$ cat config.mk
export PLATFORM = sky130hd
export DESIGN_NAME = board_redraw
export DESIGN_NICKNAME = d
export VERILOG_FILES = /design/src/rtl/tetris_pkg.sv /design/src/rtl/board_redraw_shadow_bitmap.sv /design/src/rtl/board_redraw.sv
export SDC_FILE = /design/constraint.sdc
export NUM_CORES = 1
export LEC_CHECK = 0
export BUFFER_PORTS_ARGS = -buffer_cell sky130_fd_sc_hd__buf_4
export CORE_ASPECT_RATIO = 1.5
export CORE_MARGIN = 4
export CORE_UTILIZATION = 30
export DETAILED_ROUTE_END_ITERATION = 8
export SYNTH_ARGS = -nofsm -noshare
export SYNTH_HDL_FRONTEND = slang
export SYNTH_SLANG_ARGS = --single-unit
$ cat constraint.sdc
create_clock -name CLOCK_50 -period 10.3 [get_ports CLOCK_50]
set_input_delay 0.515 -clock CLOCK_50 [delete_from_list [all_inputs] [get_ports CLOCK_50]]
set_output_delay 0.515 -clock CLOCK_50 [all_outputs]
set_load 0.02 [all_outputs]
$ cat src/rtl/tetris_pkg.sv
// Shared board geometry, RGB333 colours and the redraw engine state encoding.
package tetris_pkg;
    localparam int COLS   = 10;
    localparam int ROWS   = 20;
    localparam int CELL_W = 64;
    localparam int CELL_H = 24;

    localparam logic [3:0] X_LAST = 4'(COLS - 1);
    localparam logic [4:0] Y_LAST = 5'(ROWS - 1);
    localparam logic [7:0] COLS8  = 8'(COLS);

    localparam logic [8:0] FILL_COLOR = 9'b111_000_111;
    localparam logic [8:0] BG_COLOR   = 9'b000_000_000;

    typedef enum logic [2:0] {
        S_IDLE,
        S_ADDR,
        S_WAIT,
        S_CMP,
        S_KICK,
        S_WAITD,
        S_NEXT,
        S_FIN
    } redraw_state_t;
endpackage

$ cat src/rtl/board_redraw_shadow_bitmap.sv
// Last-painted value per board cell; combinational read and single-bit write at (x,y).
// Cleared on reset so it matches a screen blanked to the background colour.
module shadow_bitmap
    import tetris_pkg::*;
(
    input  logic       CLOCK_50,
    input  logic       resetn,
    input  logic [3:0] x,
    input  logic [4:0] y,
    output logic       rd_bit,
    input  logic       wr_en,
    input  logic       wr_bit
);
    logic [COLS*ROWS-1:0] bits;
    logic [7:0]           idx;

    assign idx    = {3'b000, y} * COLS8 + {4'b0000, x};
    assign rd_bit = bits[idx];

    always_ff @(posedge CLOCK_50 or negedge resetn) begin
        if (!resetn) begin
            bits <= '0;
        end else if (wr_en) begin
            bits[idx] <= wr_bit;
        end
    end
endmodule

$ cat src/rtl/board_redraw.sv
// Scans the board RAM cell by cell and kicks the box painter for forced or changed cells.
// 4 cycles per skipped cell; a painted cell stalls in KICK while paint_busy and in WAITD until paint_done.
module board_redraw
    import tetris_pkg::*;
(
    input  logic       CLOCK_50,
    input  logic       resetn,
    input  logic       req,
    input  logic       force_all,
    output logic       busy_o,
    output logic       done_o,
    output logic [3:0] rd_x,
    output logic [4:0] rd_y,
    input  logic       rd_data,
    output logic       paint_start,
    output logic [9:0] paint_x0,
    output logic [8:0] paint_y0,
    output logic [8:0] paint_color,
    input  logic       paint_busy,
    input  logic       paint_done
);
    redraw_state_t state;
    logic [3:0]    x;
    logic [4:0]    y;
    logic          force_r;
    logic          v_r;
    logic          shadow_bit;
    logic          shadow_wr;

    // The shadow is updated on the same edge the kick is issued, so an aborted
    // pass never records a cell the painter was not asked to draw.
    assign shadow_wr = (state == S_KICK) && !paint_busy;

    shadow_bitmap u_shadow (
        .CLOCK_50 (CLOCK_50),
        .resetn   (resetn),
        .x        (x),
        .y        (y),
        .rd_bit   (shadow_bit),
        .wr_en    (shadow_wr),
        .wr_bit   (v_r)
    );

    always_ff @(posedge CLOCK_50 or negedge resetn) begin
        if (!resetn) begin
            state       <= S_IDLE;
            x           <= '0;
            y           <= '0;
            force_r     <= 1'b0;
            v_r         <= 1'b0;
            busy_o      <= 1'b0;
            done_o      <= 1'b0;
            rd_x        <= '0;
            rd_y        <= '0;
            paint_start <= 1'b0;
            paint_x0    <= '0;
            paint_y0    <= '0;
            paint_color <= '0;
        end else begin
            done_o      <= 1'b0;
            paint_start <= 1'b0;
            case (state)
                S_IDLE: begin
                    if (req) begin
                        force_r <= force_all;
                        x       <= '0;
                        y       <= '0;
                        busy_o  <= 1'b1;
                        state   <= S_ADDR;
                    end
                end
                S_ADDR: begin
                    rd_x  <= x;
                    rd_y  <= y;
                    state <= S_WAIT;
                end
                S_WAIT: state <= S_CMP;
                S_CMP: begin
                    v_r <= rd_data;
                    if (force_r || (rd_data != shadow_bit)) begin
                        paint_x0    <= {x, 6'b000000};
                        paint_y0    <= {y, 4'b0000} + {1'b0, y, 3'b000};
                        paint_color <= rd_data ? FILL_COLOR : BG_COLOR;
                        state       <= S_KICK;
                    end else begin
                        state <= S_NEXT;
                    end
                end
                S_KICK: begin
                    if (!paint_busy) begin
                        paint_start <= 1'b1;
                        state       <= S_WAITD;
                    end
                end
                S_WAITD: begin
                    if (paint_done) state <= S_NEXT;
                end
                S_NEXT: begin
                    if (x == X_LAST) begin
                        x <= '0;
                        if (y == Y_LAST) begin
                            done_o <= 1'b1;
                            state  <= S_FIN;
                        end else begin
                            y     <= y + 5'd1;
                            state <= S_ADDR;
                        end
                    end else begin
                        x     <= x + 4'd1;
                        state <= S_ADDR;
                    end
                end
                S_FIN: begin
                    busy_o <= 1'b0;
                    state  <= S_IDLE;
                end
                default: state <= S_IDLE;
            endcase
        end
    end
endmodule

==> reports/metrics.yaml <==
drc: 0
yosys_warnings: 0
power_frac_comb: 0.343
viasPerCell: 5.55
fin_hold_ws_ns: 0.0240
post_cts_buffers: 0
post_cts_resized: 0
routedWlPerCell_um: 20.3
tns_ns: 0
antenna_left: 0
hold_path_class: "input port to asynchronous set/reset pin"
cts_tree: "yes"
ir_worst_vdd_uv: 112
gp_congestion: 0.860
r2r_end: "paint_y0[5]"
rsz0062_at_grt: "false"
crit_path_max_incr_delay_ns: 0.77
io_pins: 47
fp.coreArea_um2: 44700
rrSetupSlack_ns: 5.02
crit_required_ns: 10.72
pwr-share-clk: 0.288
clk_pin_slew_worst_paths_ns: 0.06
synth_mux_area_frac: 0.180
cts-root-buf: "clkbuf_16"
synth-seq-cells: 237
hold_viol_final: 0
crit_type: "flip-flop to flip-flop"
yosysUniqueCellTypes: 75
grt_pass1_vias: 10800
start_util: 0.302
yosys.area_share.simple: 0.198
max_freq_mhz: 190
p_total_uw: 3090
drt-total-wl_um: 40100
grt_pass1_wl_um: 62700
worstMarginPinSlew_ns: 1.23
layout_commonest_cell: "dfrtp_1"
avgSynthCellArea_um2: 9.61
synthCells: 1406
die_height_um: 268
period_share: 0.512
worstSetupEndpointType: "flip-flop"
htreeDepth: 1
cp_common_cell: "ha_1"
final_cell_area_um2: 14900
synth_xor_area_frac: 0.0101
die_x_um: 181
synth_flop_cell: "dfrtp_1"
synth_top_family_by_area: "simple AND/OR/NAND/NOR gates"
setup_viol: 0
cts_num_sinks: 237
dpl-instance-area_um2: 14100
layout_min_cycle_time_ns: 5.28
n_antenna_cell: 0
hpwl_um: 25800
syn_area_um2: 13500
max_slew_margin: 0.171
drtPass1Iterations: 5
drt_iter0_drc: 1046
row_count: 95
most-common-layout-cells: "dfrtp_1, nand2_1, nor2_1, mux2_2, nand3_1"
dieArea_um2: 48600
cp-start-kind: "flip-flop"
p_int_uw: 1870
grt_antenna_before_repair: 0
drive_above_1_share: 0.192
grt_overflow_total: 0
cts_made_buffers: 25
syn2layout_area_growth_pct: 10.4
io_buffers: 34
p_sw_uw: 1220
cts_max_path_buffers: 3
holdBufCountCts: 0
p_per_area_nw_per_um2: 207
cp_slowest_cell: "buf_4"
critPathMaxFanout: 64
status: "finished, final reports clean"
skew_ns: 0.00943
vias: 10900
crit_chain: "ha_1 -> ha_1 -> xor2_4 -> buf_4 -> nand2_1 -> a32o_1 -> nor4_1 -> o311ai_2 -> a41oi_4 -> o21ai_0 -> a2111oi_1 -> nor2_1"
synth_fa_ha_area_frac: 0.0202
track_usage: 0.159
grt_max_degree: 117
clk-insertion-delay-late_ns: 0.54
swShare: 0.395
synth-seq-area-share: 0.439
p_leak_uw: 0.00662
reg2reg_from: "y[0]"
synth-compound-area-share: 0.104
r2r_cells: 12
drv_slew: 0
synth_edf_count: 0
maxCapViolCount: 0
final_net_count: 1399
synth_async_sr_flop_share: 1.00
critical_path_arrival_ns: 5.69
pwr-share-seq: 0.369
## cell families (layout without fill, tap and decap cells)
| group | Yosys count | count (layout) |
|---|---|---|
| and+or+nand+nor | 582 | 582 |
| DFF | 237 | 237 |
| AOI/OAI and AO/OA | 209 | 209 |
| muxes | 206 | 206 |
| buffers and inverters | 138 | 110 |
| adders and majority gates | 20 | 20 |
| xor gates and xnor gates | 13 | 13 |
| other | 1 | 12 |
## worst max-delay path by stage
stage	to	slack [ns]	cells after the start	startpoint
2_1_floorplan	paint_x0[6]	6.54	13	y[0]
3_3_place_gp	paint_y0[7]	5.17	11	y[0]
3_5_place_dp	paint_y0[5]	5.09	12	y[0]
4_1_cts	paint_y0[5]	5.09	12	y[0]
5_1_grt	paint_y0[8]	4.66	12	y[0]
6_report	paint_y0[5]	5.02	12	y[0]
## synth_stat cells (all sizes together) (16+ instances only)
master  count  share of area
a311oi     17          0.012
buf        44          0.023
clkbuf     82          0.023
dfrtp     237           0.44
ha         17          0.016
mux2      139           0.12
mux2i      51          0.038
mux4       16          0.027
nand2     187          0.052
nand3     117          0.044
nor2      160          0.045
nor3       37          0.014
nor3b      20          0.011
o21ai      94          0.035
## metal layers
metal | vias up | track usage | share of wire
met1 | 5473 | 0.187 | 0.39
met3 | 132 | 0.0200 | 0.054
met2 | 424 | 0.285 | 0.50
met5 | - | 0 | 0
li1 | 4914 | - | -
met4 | 0 | 0.0820 | 0.055
## per-stage QoR
stage | setup WS, ns | utilization | std cells
6_report | 5.02 | 0.334 | 1971
5_1_grt | 4.66 | 0.334 | 1971
4_1_cts | 5.09 | 0.334 | 1971
3_5_place_dp | 5.09 | 0.316 | 1927
3_3_place_gp | 5.17 | 0.316 | 1927
2_1_floorplan | 6.54 | - | 1417
## worst max-delay path: cells and delay by family, from the launching register on
family	cells	cell delay, ns
compound gates	5	1.90
fa+ha+maj	2	0.88
buf+inv	1	0.77
simple gates	3	0.71
flops	1	0.50
xor+xnor	1	0.31
## power groups by stage
stage	logic (µW)	registers, µW	clock network, µW
floorplan	784	1090	0
global placement	1040	1150	0
detailed placement	1050	1160	0
CTS	1050	1140	910
global route	1140	1150	944
finish	1060	1140	888
## area by class of cell
class | instances | area [µm²]
sequential | 237 | 5940
fill | 4529 | 29800
timing repair buffer | 54 | 413
tap | 582 | 728
multi-input combinational | 1042 | 7020
inverter | 12 | 45.0
clock inverter | 5 | 53.8
clock buffer | 39 | 728
## sequential cells by signal (all words and copies together), names as in the netlist, 3 cells and up
signal and cells:
y 5, paint_x0 4, rd_x 4, paint_y0 6, u_shadow.bits 200, x 4, state 3, rd_y 5
Note: power is estimated with default switching activity, not from simulation.
